File: src/rtl/shift_pkg.sv
// Shared types and helpers for the shift arbiter controller: op encodings,
// controller FSM states, datapath widths and 64-bit bit reversal.
package shift_pkg;

    localparam int XLEN = 64;
    localparam int SHW  = 6;

    typedef enum logic [1:0] {
        SH_SLL = 2'b00,
        SH_SRL = 2'b01,
        SH_SRA = 2'b10
    } op_t;

    typedef enum logic [1:0] {
        IDLE  = 2'b00,
        SHIFT = 2'b01,
        FILL  = 2'b10,
        RESP  = 2'b11
    } state_t;

    function automatic logic [XLEN-1:0] rev64(input logic [XLEN-1:0] x);
        logic [XLEN-1:0] r;
        for (int i = 0; i < XLEN; i++) begin
            r[i] = x[XLEN-1-i];
        end
        return r;
    endfunction

endpackage

File: src/rtl/shift_sll.sv
// Combinational 64-bit logical left shifter shared by all shift ops.
module shift_sll
    import shift_pkg::*;
(
    input  logic [XLEN-1:0] a,
    input  logic [SHW-1:0]  n,
    output logic [XLEN-1:0] result
);

    assign result = a << n;

endmodule

File: src/rtl/shift_arbiter_ctrl.sv
// Two-requester arbiter and sequencer around one left shifter; right shifts
// use bit reversal and SRA takes a second pass to build the sign mask.
module shift_arbiter_ctrl #(
    parameter int XLEN  = 64,
    parameter int SHW   = 6,
    parameter bit RR_EN = 1'b1
) (
    input  logic                clk,
    input  logic                rst,
    input  logic [1:0]          req_valid,
    output logic [1:0]          req_ready,
    input  logic [2*XLEN-1:0]   req_a,
    input  logic [2*SHW-1:0]    req_shamt,
    input  logic [3:0]          req_op,
    output logic                rsp_valid,
    input  logic                rsp_ready,
    output logic                rsp_id,
    output logic [XLEN-1:0]     rsp_data
);
    import shift_pkg::*;

    state_t          state;
    logic            rr_ptr;
    logic [XLEN-1:0] a_p0;
    logic [SHW-1:0]  shamt_p0;
    op_t             op_p0;

    logic            grant;
    logic            accept;
    logic [XLEN-1:0] sh_a;
    logic [XLEN-1:0] sh_out;
    logic [XLEN-1:0] sra_mask;
    logic [XLEN-1:0] grant_a;
    logic [SHW-1:0]  grant_shamt;
    logic [1:0]      grant_op;

    // Reserved encoding collapses to SLL at capture so later stages see only three ops.
    function automatic op_t decode_op(input logic [1:0] raw);
        op_t d;
        case (raw)
            2'b01:   d = SH_SRL;
            2'b10:   d = SH_SRA;
            default: d = SH_SLL;
        endcase
        return d;
    endfunction

    always_comb begin
        grant     = rr_ptr;
        req_ready = 2'b00;
        if (!req_valid[rr_ptr]) begin
            grant = ~rr_ptr;
        end
        if (state == IDLE && (|req_valid) && !rst) begin
            req_ready[grant] = 1'b1;
        end
    end

    assign accept      = |(req_valid & req_ready);
    assign grant_a     = grant ? req_a[2*XLEN-1:XLEN] : req_a[XLEN-1:0];
    assign grant_shamt = grant ? req_shamt[2*SHW-1:SHW] : req_shamt[SHW-1:0];
    assign grant_op    = grant ? req_op[3:2] : req_op[1:0];

    // FILL pass shifts all-ones so the reversed complement marks the vacated top bits.
    always_comb begin
        sh_a = (op_p0 == SH_SLL) ? a_p0 : rev64(a_p0);
        if (state == FILL) begin
            sh_a = '1;
        end
    end

    shift_sll u_shift (
        .a      (sh_a),
        .n      (shamt_p0),
        .result (sh_out)
    );

    assign sra_mask = ~rev64(sh_out);

    always_ff @(posedge clk) begin
        if (state == IDLE && accept) begin
            a_p0     <= grant_a;
            shamt_p0 <= grant_shamt;
            op_p0    <= decode_op(grant_op);
        end
    end

    always_ff @(posedge clk) begin
        if (rst) begin
            state     <= IDLE;
            rr_ptr    <= 1'b0;
            rsp_valid <= 1'b0;
            rsp_id    <= 1'b0;
            rsp_data  <= '0;
        end else begin
            case (state)
                IDLE: begin
                    if (accept) begin
                        state  <= SHIFT;
                        rsp_id <= grant;
                        if (RR_EN) begin
                            rr_ptr <= ~grant;
                        end
                    end
                end
                SHIFT: begin
                    rsp_data  <= (op_p0 == SH_SLL) ? sh_out : rev64(sh_out);
                    state     <= (op_p0 == SH_SRA) ? FILL : RESP;
                    rsp_valid <= (op_p0 != SH_SRA);
                end
                FILL: begin
                    if (a_p0[XLEN-1]) begin
                        rsp_data <= rsp_data | sra_mask;
                    end
                    state     <= RESP;
                    rsp_valid <= 1'b1;
                end
                RESP: begin
                    if (rsp_ready) begin
                        rsp_valid <= 1'b0;
                        state     <= IDLE;
                    end
                end
                default: state <= IDLE;
            endcase
        end
    end

endmodule

File: config.mk
export PLATFORM = sky130hd
export DESIGN_NAME = shift_arbiter_ctrl
export DESIGN_NICKNAME = d
export VERILOG_FILES = /design/src/rtl/shift_pkg.sv /design/src/rtl/shift_sll.sv /design/src/rtl/shift_arbiter_ctrl.sv
export SDC_FILE = /design/constraint.sdc
export NUM_CORES = 1
export LEC_CHECK = 0
export CORE_AREA = 2 2 195 197
export CTS_CLUSTER_DIAMETER = 200
export DETAILED_ROUTE_END_ITERATION = 8
export DIE_AREA = 0 0 197 199
export PLACE_DENSITY = 0.65
export SETUP_SLACK_MARGIN = 0.15
export SLEW_MARGIN = 15
export SYNTH_ARGS = -nofsm -noshare
export SYNTH_HDL_FRONTEND = slang
export SYNTH_SLANG_ARGS = --single-unit
File: constraint.sdc
create_clock -name clk -period 3.4 [get_ports clk]
set_input_delay 0.51 -clock clk [delete_from_list [all_inputs] [get_ports clk]]
set_output_delay 0.51 -clock clk [all_outputs]
set_load 0.01 [all_outputs]
==> flow_summary_export.csv, run 1 <==
group,metric,value,unit
sta,setup_violations,0,
sta,drv_slew,0,
clock_tree,clock_latency,0.46,ns
setup_path,r2r_setup_slack,0.18,ns
clock_tree,cts_buffer_depth,2,
finish,fin_nets,1902,
flow_run,drv_cap,0,
detailed_routing,vias,14483,
synth,synth_area,0.01277,mm^2
detailed_routing,drc,0,
clock_tree,cts_root_buf,"clkbuf_16",
min_path,whs_endpoint,"rsp_data[16]$_SDFFE_PP0P_",
sta,fin_crit_sh,94.62,%
setup_path,arrival,3.56,ns
synth,yosys-top-cells-count,"nor2_1 (136), nand2_1 (118), mux2_2 (103), clkbuf_1 (87), mux4_2 (73)",
die,fp.dieH,199,um
global_routing,grt_pass1_vias,13716,
synth,seq_area_frac_synth,27.75,%
setup_path,reg2reg_from,"op_p0[0]$_DFFE_PP_",
setup_path,cp.required,3.74,ns
detailed_routing,ant_nets,0,
sta,skew,0.01508,ns
die,core,0.03713,mm^2
sta,post-route-min-period,3.217,ns
synth,yosysTopAreaCell,"edfxtp_1",
setup_path,critPathLaunchType,"register",
sta,hold_violations,0,
pwr,powerDensity,922.2,mW/mm^2
global_routing,antenna_found_initial,0,
setup_path,crit_path_max_incr_delay,0.56,ns
setup_path,cp_top_family,"multiplexers",
global_routing,grt_pass1_wl,90290,um
clock_tree,path_clk_slew,0.06,ns
pwr,ir_drop,0.4785,mV
setup_path,path_class,"register to register",
sta,rsz0062_at_grt,"true",
sta,hold_slack,0.4683,ns
sta,slew_headroom,43.45,%
synth,ys_async_sr_fraction,0,%
detailed_routing,detail_route.wl_per_cell,27.73,um
min_path,hold_path_depth,1,
synth,synth_cells,1383,
detailed_routing,drt_first_pass_iters,6,
die,ioPinCount,217,
synth,synth.distinct_cells,80,
synth,ys_seq_elements,141,
clock_tree,cts_sinks,141,
die,start_util,34.39,%
synth,synth_edf_count,72,
outcome,status,"finished clean",
detailed_routing,totalWireLength,62000,um
detailed_routing,avgViaCountPerCell,6.477,
clock_tree,cts_tree,"yes",
sta,worst_slew_pin_slew,0.8482,ns
clock_tree,htree_num_levels,4,
placement,globalplace.congestion,1.039,
clock_tree,cts_made_buffers,17,
setup_path,reg2regPathDepth,10,
min_path,worstHoldStart,"rsp_data[16]$_SDFFE_PP0P_",
synth,ys_warn_count,0,
setup_path,path_cells,"buf_4, nor2_4, buf_12, mux4_2, mux4_2, or3_1, o21ai_2, a221o_1, o22ai_1, o221a_2",
sta,finalSetupTns,0,ns
finish,drive_gt1_share,31.63,%
synth,synth-main-ff-cell,"edfxtp_1",
setup_path,cp_num_buf_inv,2,
pwr,total_power,16.71,mW
global_routing,grt_max_degree,75,
pwr,leakage,6.724,nW
setup_path,end_kind,"register",
detailed_routing,drtIter0Drc,1539,
die,fp.dieW,197,um
placement,hpwl,48460,um
die,dieArea,0.03920,mm^2
setup_path,critPathSlowestCell,"mux4_2",
synth,synthDominantCellAreaShare,16.93,%
synth,ys_top_cells_by_area,"edfxtp_1 (17%), mux4_2 (13%), dfxtp_1 (11%)",
setup_path,cpMostUsedCell,"mux4_2",
setup_path,critical_path.max_fanout,14,
synth,syn-mean-instance-area,9.233,um^2
die,rows,71,
synth,yosysMostFrequentCell,"nor2_1",
setup_path,r2r-end,"rsp_data[48]$_SDFFE_PP0P_",
placement,io_buffer_count,216,
sta,max_freq,310.8,MHz
global_routing,grt_usage,31.11,%
finish,synthToLayoutAreaGrowth,41.90,%
global_routing,overflow,0,
synth,syn_nets,1537,
min_path,hold_class,"register to register",
-- state kept, by name, indices dropped and copies added, names as in the netlist --
name and count:
rsp_valid 1, op_p0 2, rsp_data 64, rr_ptr 1, rsp_id 1, a_p0 64
state 2, shamt_p0 6
-- worst max path at each step --
stage | from | endpoint | slack (ns) | cells after the start
after CTS | state[0]$_SDFFE_PP0P_ | rsp_data[29]$_SDFFE_PP0P_ | 0.15 | 12
after detailed placement | op_p0[0]$_DFFE_PP_ | rsp_data[56]$_SDFFE_PP0P_ | 0.03 | 11
after floorplan | state[1]$_SDFFE_PP0P_ | req_ready[0] | 0.29 | 5
after global routing | op_p0[0]$_DFFE_PP_ | rsp_data[15]$_SDFFE_PP0P_ | 0.08 | 11
after global placement | op_p0[0]$_DFFE_PP_ | rsp_data[56]$_SDFFE_PP0P_ | 0.06 | 11
final | op_p0[0]$_DFFE_PP_ | rsp_data[48]$_SDFFE_PP0P_ | 0.18 | 10
-- metrics by stage --
step	area, um^2	cells	setup WS (ns)	util (%)
floorplan	12770	1383	0.2920	-
global placement	16980	2185	0.05594	45.71
detailed placement	16980	2185	0.02864	45.71
CTS	17670	2223	0.1526	47.58
global route	18120	2235	0.08238	48.79
finish	18120	2236	0.1829	48.80
-- metal layers --
layer | up-vias | routed length (um) | track usage [%]
met2 | 977 | 27400 | 48.17
li1 | 6291 | - | -
met3 | 188 | 5439 | 5.171
met5 | - | 0 | 0
met4 | 0 | 4031 | 18.24
met1 | 7027 | 25130 | 41.04
-- timing repair --
item	in CTS	in global routing
gates resized for setup	9	78
hold buffers	0	0
gates cloned	0	2
buffers inserted	6	10
endpoints found under the setup margin	12	56
pin swaps	1	11
-- worst reg2reg max path: stages, from the launching register on --
cell      delay (ns)
edfxtp_1        0.39
buf_4           0.20
nor2_4          0.17
buf_12          0.18
mux4_2          0.58
mux4_2          0.52
or3_1           0.35
o21ai_2         0.10
a221o_1         0.27
o22ai_1         0.10
o221a_2         0.25
-- report_power, final --
group          switching [mW]  internal (mW)
Clock                   0.802           1.15
Combinational            6.56           5.26
Sequential              0.510           2.43
-- final cells by class --
type,count,area (um^2)
clock buffers,20,469.2
diodes,1,2.502
flip-flops and latches,141,3543
clock inverters,12,133.9
multi-input cells,1098,9010
repair buffers,473,4304
inverters,17,63.81
well taps,474,593.1
fillers,3555,19010
-- placed cells by master, fill, tap and decap left out, types with 12 or more instances in the layout --
cell type / netlist / routed
o21ai_0: 59 / 54
a32oi_1: 14 / 14
o221ai_1: 24 / 16
inv_1: 13 / 12
dfxtp_1: 69 / 69
clkdlybuf4s50_1: 0 / 215
a211oi_1: 35 / 34
mux4_2: 73 / 73
nand3_1: 23 / 23
nor2_1: 136 / 129
a221oi_1: 19 / 13
clkbuf_16: 0 / 20
mux2i_1: 61 / 50
buf_4: 2 / 240
o22ai_1: 45 / 35
or3_1: 13 / 13
a21oi_1: 70 / 68
buf_12: 0 / 14
a211o_1: 12 / 12
edfxtp_1: 72 / 72
nand2_1: 118 / 118
o211ai_1: 22 / 22
mux2_2: 103 / 102
nor3_1: 35 / 34
-- kinds of logic after synthesis --
family / synth area share [%]
simple gates: 13.61
fa+ha+maj: 0.4899
mux: 27.12
flops: 27.75
buf+inv: 4.576
compound gates: 26.46
(Power assumes the default switching activity.)
==> inputs of run 2 (changes only) <==
==> constraint.sdc (replaced) <==
create_clock -name clk -period 3.5 [get_ports clk]
set_input_delay 0.525 -clock clk [delete_from_list [all_inputs] [get_ports clk]]
set_output_delay 0.525 -clock clk [all_outputs]
set_load 0.01 [all_outputs]
==> flow_summary_export.csv, run 2 (synthesized netlist as in run 1, its figures left out) <==
group,metric,value,unit
finish,final_common_cell,"clkdlybuf4s50_1",
setup_path,reg2regPathDepth,10,
sta,setup_violations,0,
placement,post-place-cells,2163,
clock_tree,cts_sinks,141,
min_path,whs_endpoint,"rsp_data[16]$_SDFFE_PP0P_",
detailed_routing,ant_nets,0,
finish,reg.largest.list,"a_p0 (64), rsp_data (64), shamt_p0 (6)",
finish,drive_gt1_share,28.79,%
min_path,hold_path_depth,1,
clock_tree,htree_num_levels,4,
clock_tree,cts_hold_buf,0,
detailed_routing,avgViaCountPerCell,6.421,
finish,post-route-cell-area,0.01772,mm^2
sta,post-route-min-period,3.278,ns
pwr,powerDensity,891.3,mW/mm^2
sta,rsz0062_at_grt,"true",
pwr,sequentialPowerShare,18.1,%
clock_tree,cts_made_buffers,17,
clock_tree,cts_tree,"yes",
setup_path,end_kind,"register",
setup_path,critPathLaunchType,"register",
pwr,combPwrFrac,70.7,%
detailed_routing,drtIter0Drc,1634,
global_routing,antenna_found_initial,0,
sta,hold_violations,0,
placement,hpwl,48080,um
global_routing,grt_pass1_wl,90020,um
global_routing,grt_max_degree,75,
detailed_routing,vias,14172,
placement,placed_cell_area,0.01681,mm^2
global_routing,overflow,0,
detailed_routing,totalWireLength,61670,um
setup_path,cp.required,3.86,ns
detailed_routing,detail_route.wl_per_cell,27.94,um
sta,skew,0.01249,ns
finish,utilization,47.73,%
flow_run,drv_cap,0,
finish,diodes,0,
clock_tree,cts_root_buf,"clkbuf_16",
die,fp.dieW,197,um
placement,place_ws,0.04808,ns
min_path,worstHoldStart,"rsp_data[16]$_SDFFE_PP0P_",
finish,synthToLayoutAreaGrowth,38.79,%
min_path,hold_class,"register to register",
clock_tree,path_clk_slew,0.07,ns
global_routing,grt_usage,31.07,%
sta,fin_ws,0.2224,ns
sta,drv_slew,0,
die,rows,71,
die,dieArea,0.03920,mm^2
sta,fin_crit_sh,93.64,%
finish,final_cell_mix,"clkdlybuf4s50_1 (215), buf_4 (210), nor2_1 (135)",
clock_tree,cts_buffer_depth,2,
setup_path,r2r_setup_slack,0.22,ns
setup_path,critical_path.max_fanout,39,
sta,slew_headroom,20.56,%
die,core,0.03713,mm^2
setup_path,arrival,3.63,ns
detailed_routing,drc,0,
die,start_util,34.39,%
setup_path,reg2reg_from,"shamt_p0[1]$_DFFE_PP_",
global_routing,grt_pass1_vias,13536,
placement,io_buffer_count,216,
sta,worst_slew_pin_slew,1.187,ns
outcome,status,"finished clean",
setup_path,path_class,"register to register",
clock_tree,clock_latency,0.46,ns
finish,fill_cells,3522,
die,fp.dieH,199,um
pwr,p_sw,7.517,mW
detailed_routing,drt_first_pass_iters,5,
setup_path,r2r-end,"rsp_data[58]$_SDFFE_PP0P_",
finish,finalNonFillerCells,2207,
pwr,internal_power,8.280,mW
placement,globalplace.congestion,1.033,
pwr,pwr-share-clk,11.2,%
pwr,ir_drop,0.3387,mV
sta,max_freq,305.1,MHz
pwr,sw_frac_of_total,47.59,%
finish,fin_nets,1874,
pwr,leakage,6.548,nW
die,ioPinCount,217,
sta,finalSetupTns,0,ns
run 2: metal layers:
layer	wire, um	track usage [%]
met5	0	0
met4	3393	15.76
met3	5038	5.188
met2	27970	49.52
met1	25270	40.75
run 2: what timing repair did:
action,in CTS,in global routing
endpoints found under the hold margin,0,0
gates cloned,0,2
setup buffers,0,10
pin swaps,0,10
gates resized for setup,7,40
setup endpoints to repair,10,47
run 2: layout make-up:
class	instances	area (um^2)	share of cell area, %
clock inverters	13	111.4	0.6283
inverters	17	63.81	0.3600
well taps	474	593.1	3.346
clock buffers	19	444.2	2.506
flip-flops and latches	141	3543	19.99
repair buffers	445	4105	23.16
multi-input cells	1098	8862	50.00
run 2: worst max path at each step:
stage,start,endpoint,cells past startpoint,slack [ns]
after CTS,op_p0[0]$_DFFE_PP_,rsp_data[59]$_SDFFE_PP0P_,10,0.15
after global routing,shamt_p0[1]$_DFFE_PP_,rsp_data[21]$_SDFFE_PP0P_,10,0.13
after global placement,op_p0[0]$_DFFE_PP_,rsp_data[27]$_SDFFE_PP0P_,13,0.03
after detailed placement,op_p0[0]$_DFFE_PP_,rsp_data[19]$_SDFFE_PP0P_,10,0.05
after floorplan,state[1]$_SDFFE_PP0P_,req_ready[0],5,0.38
final,shamt_p0[1]$_DFFE_PP_,rsp_data[58]$_SDFFE_PP0P_,10,0.22
run 2: worst max-delay path: stages (launching register included):
cell and delay [ns]:
edfxtp_1 0.39, buf_12 0.23, mux2_2 0.40, mux2i_1 0.38
a22oi_1 0.27, o21ai_0 0.42, mux2i_1 0.17, mux2i_2 0.24
buf_4 0.16, o221ai_1 0.22, o211a_1 0.28
run 2: through the flow:
stage | total power, mW | hold slack [ns]
after detailed placement | 13.38 | 0.4757
after floorplan | 8.392 | 0.4476
after CTS | 15.25 | 0.4917
after global routing | 16.48 | 0.5062
final | 15.80 | 0.4866
after global placement | 13.35 | 0.4606
run 2: power by group through the flow:
| stage | clock (mW) | sequential (mW) | combinational [mW] |
|---|---|---|---|
| 3_5_place_dp | 0 | 2.88 | 10.5 |
| 5_1_grt | 1.85 | 2.93 | 11.7 |
| 4_1_cts | 1.80 | 2.85 | 10.6 |
| 2_1_floorplan | 0 | 2.85 | 5.55 |
| 3_3_place_gp | 0 | 2.86 | 10.5 |
| 6_report | 1.76 | 2.87 | 11.2 |
==> inputs of run 3 (changes only) <==
--- a/config.mk
+++ b/config.mk
@@ -5,10 +5,10 @@
 export SDC_FILE = /design/constraint.sdc
 export NUM_CORES = 1
 export LEC_CHECK = 0
-export CORE_AREA = 2 2 195 197
+export CORE_AREA = 2 2 174 219
 export CTS_CLUSTER_DIAMETER = 200
 export DETAILED_ROUTE_END_ITERATION = 8
-export DIE_AREA = 0 0 197 199
+export DIE_AREA = 0 0 176 221
 export PLACE_DENSITY = 0.65
 export SETUP_SLACK_MARGIN = 0.15
 export SLEW_MARGIN = 15
==> flow_summary_export.csv, run 3 (synthesized netlist as in run 1, its figures left out) <==
group,metric,value,unit
finish,final_common_cell,"buf_4",
finish,regArea,0.003543,mm^2
pwr,ir_drop,0.4025,mV
flow_run,drv_cap,0,
detailed_routing,drt_first_pass_iters,6,
detailed_routing,avgViaCountPerCell,6.463,
detailed_routing,ant_nets,0,
global_routing,antenna_found_initial,0,
setup_path,cp.required,3.83,ns
finish,diodes,0,
clock_tree,cts_buffer_depth,2,
sta,hold_violations,0,
placement,globalplace.congestion,1.019,
sta,rsz0062_at_grt,"true",
pwr,pwr-share-clk,12.3,%
finish,utilization,48.71,%
sta,finalSetupTns,0,ns
sta,drv_slew,0,
clock_tree,cts_made_buffers,17,
global_routing,grt_max_degree,75,
clock_tree,htree_num_levels,4,
global_routing,overflow,0,
sta,setup_violations,0,
sta,post-route-min-period,3.374,ns
pwr,sw_frac_of_total,47.74,%
setup_path,arrival,3.71,ns
pwr,sequentialPowerShare,17.4,%
die,fp.dieH,221,um
finish,fill_cells,3459,
die,start_util,34.64,%
placement,io_buffer_count,216,
clock_tree,cts_tree,"yes",
pwr,p_sw,7.802,mW
die,ioPinCount,217,
detailed_routing,drc,0,
pwr,leakage,6.657,nW
die,dieArea,0.03890,mm^2
finish,fin_nets,1896,
setup_path,end_kind,"register",
finish,drive_gt1_share,29.34,%
clock_tree,path_clk_slew,0.06,ns
setup_path,critPathLaunchType,"register",
detailed_routing,drtIter0Drc,1440,
die,fp.dieW,176,um
pwr,combPwrFrac,70.2,%
global_routing,grt_pass1_vias,14284,
global_routing,grt_pass1_wl,97890,um
finish,synthToLayoutAreaGrowth,40.63,%
detailed_routing,totalWireLength,67660,um
detailed_routing,vias,14484,
pwr,powerDensity,910.0,mW/mm^2
pwr,internal_power,8.540,mW
sta,fin_crit_sh,96.40,%
setup_path,path_class,"register to register",
outcome,status,"finished clean",
detailed_routing,detail_route.wl_per_cell,30.19,um
finish,final_cell_mix,"buf_4 (230), clkdlybuf4s50_1 (215), nor2_1 (136)",
die,core,0.03687,mm^2
finish,reg.largest.list,"a_p0 (64), rsp_data (64), shamt_p0 (6)",
placement,hpwl,52850,um
sta,skew,0.01100,ns
die,rows,79,
clock_tree,cts_root_buf,"clkbuf_16",
global_routing,grt_usage,34.15,%
setup_path,critical_path.max_fanout,6,
clock_tree,cts_sinks,141,
min_path,hold_class,"primary input to register",
sta,max_freq,296.4,MHz
finish,multi_input_area,0.008833,mm^2
clock_tree,clock_latency,0.46,ns
sta,worst_slew_pin_slew,0.9167,ns
sta,slew_headroom,38.66,%
## run 3: cell count changes in the layout (fill, tap and decap cells not counted), sizes merged
cell / previous run / this run
clkinv: 9 / 5
clkinvlp: 1 / 5
inv: 19 / 16
bufinv: 1 / 4
buf: 228 / 250
## run 3: power groups by stage
stage | Clock (mW) | Sequential, mW | Combinational, mW
finish | 2.01 | 2.85 | 11.5
global route | 2.09 | 2.91 | 12.0
CTS | 2.03 | 2.84 | 11.0
detailed placement | 0 | 2.87 | 10.9
global placement | 0 | 2.85 | 10.9
floorplan | 0 | 2.85 | 5.55
## run 3: layer usage
metal	vias to the layer above	track usage, %	part of all wire, %
li1	6256	-	-
met1	7057	40.34	37
met2	931	56.44	48
met3	240	6.546	7.4
met4	0	22.15	7.8
met5	-	0	0
## run 3: stage by stage
stage | hold slack [ns] | power (mW) | std cells | cell area, um^2 | worst slack, ns
floorplan | 0.4476 | 8.392 | 1383 | 12770 | 0.3770
global placement | 0.4624 | 13.75 | 2198 | 17020 | 0.02916
detailed placement | 0.4744 | 13.77 | 2198 | 17020 | -0.01134
CTS | 0.4004 | 15.86 | 2231 | 17710 | 0.1419
global route | 0.4104 | 16.98 | 2241 | 17960 | 0.06533
finish | 0.4067 | 16.34 | 2241 | 17960 | 0.1261
## run 3: critical path: stages, from the launching register on
cell and delay [ns]:
edfxtp_1 0.45, buf_4 0.20, o21a_1 0.22, or3b_2 0.53, a32oi_1 0.37, nand2_1 0.19, buf_4 0.17, a211oi_1 0.37
o31ai_2 0.18, and2_1 0.17, a2111oi_0 0.40
## run 3: layout make-up
class,instances,area share [%]
multi-input combinational,1098,49.19
timing repair buffer,467,23.87
sequential,141,19.73
tap,486,3.386
clock buffer,19,2.411
clock inverter,13,1.059
inverter,17,0.3553
## run 3: path summary, 6_finish.rpt
path / start / end / slack [ns] / cells after the start
hold reg to reg: rsp_data[16]$_SDFFE_PP0P_ / rsp_data[16]$_SDFFE_PP0P_ / 0.49 / 1
setup reg to reg: op_p0[0]$_DFFE_PP_ / rsp_data[21]$_SDFFE_PP0P_ / 0.13 / 10
setup / recovery: op_p0[0]$_DFFE_PP_ / rsp_data[21]$_SDFFE_PP0P_ / 0.13 / 10
hold / removal: rst / state[1]$_SDFFE_PP0P_ / 0.41 / 2
## run 3: timing repair
action                     in CTS  in global routing
gates cloned                    0                  2
hold buffers                    0                  0
pin swaps                       0                  5
setup endpoints to repair      11                 51
gates resized for setup        11                 30
setup buffers                   1                  8
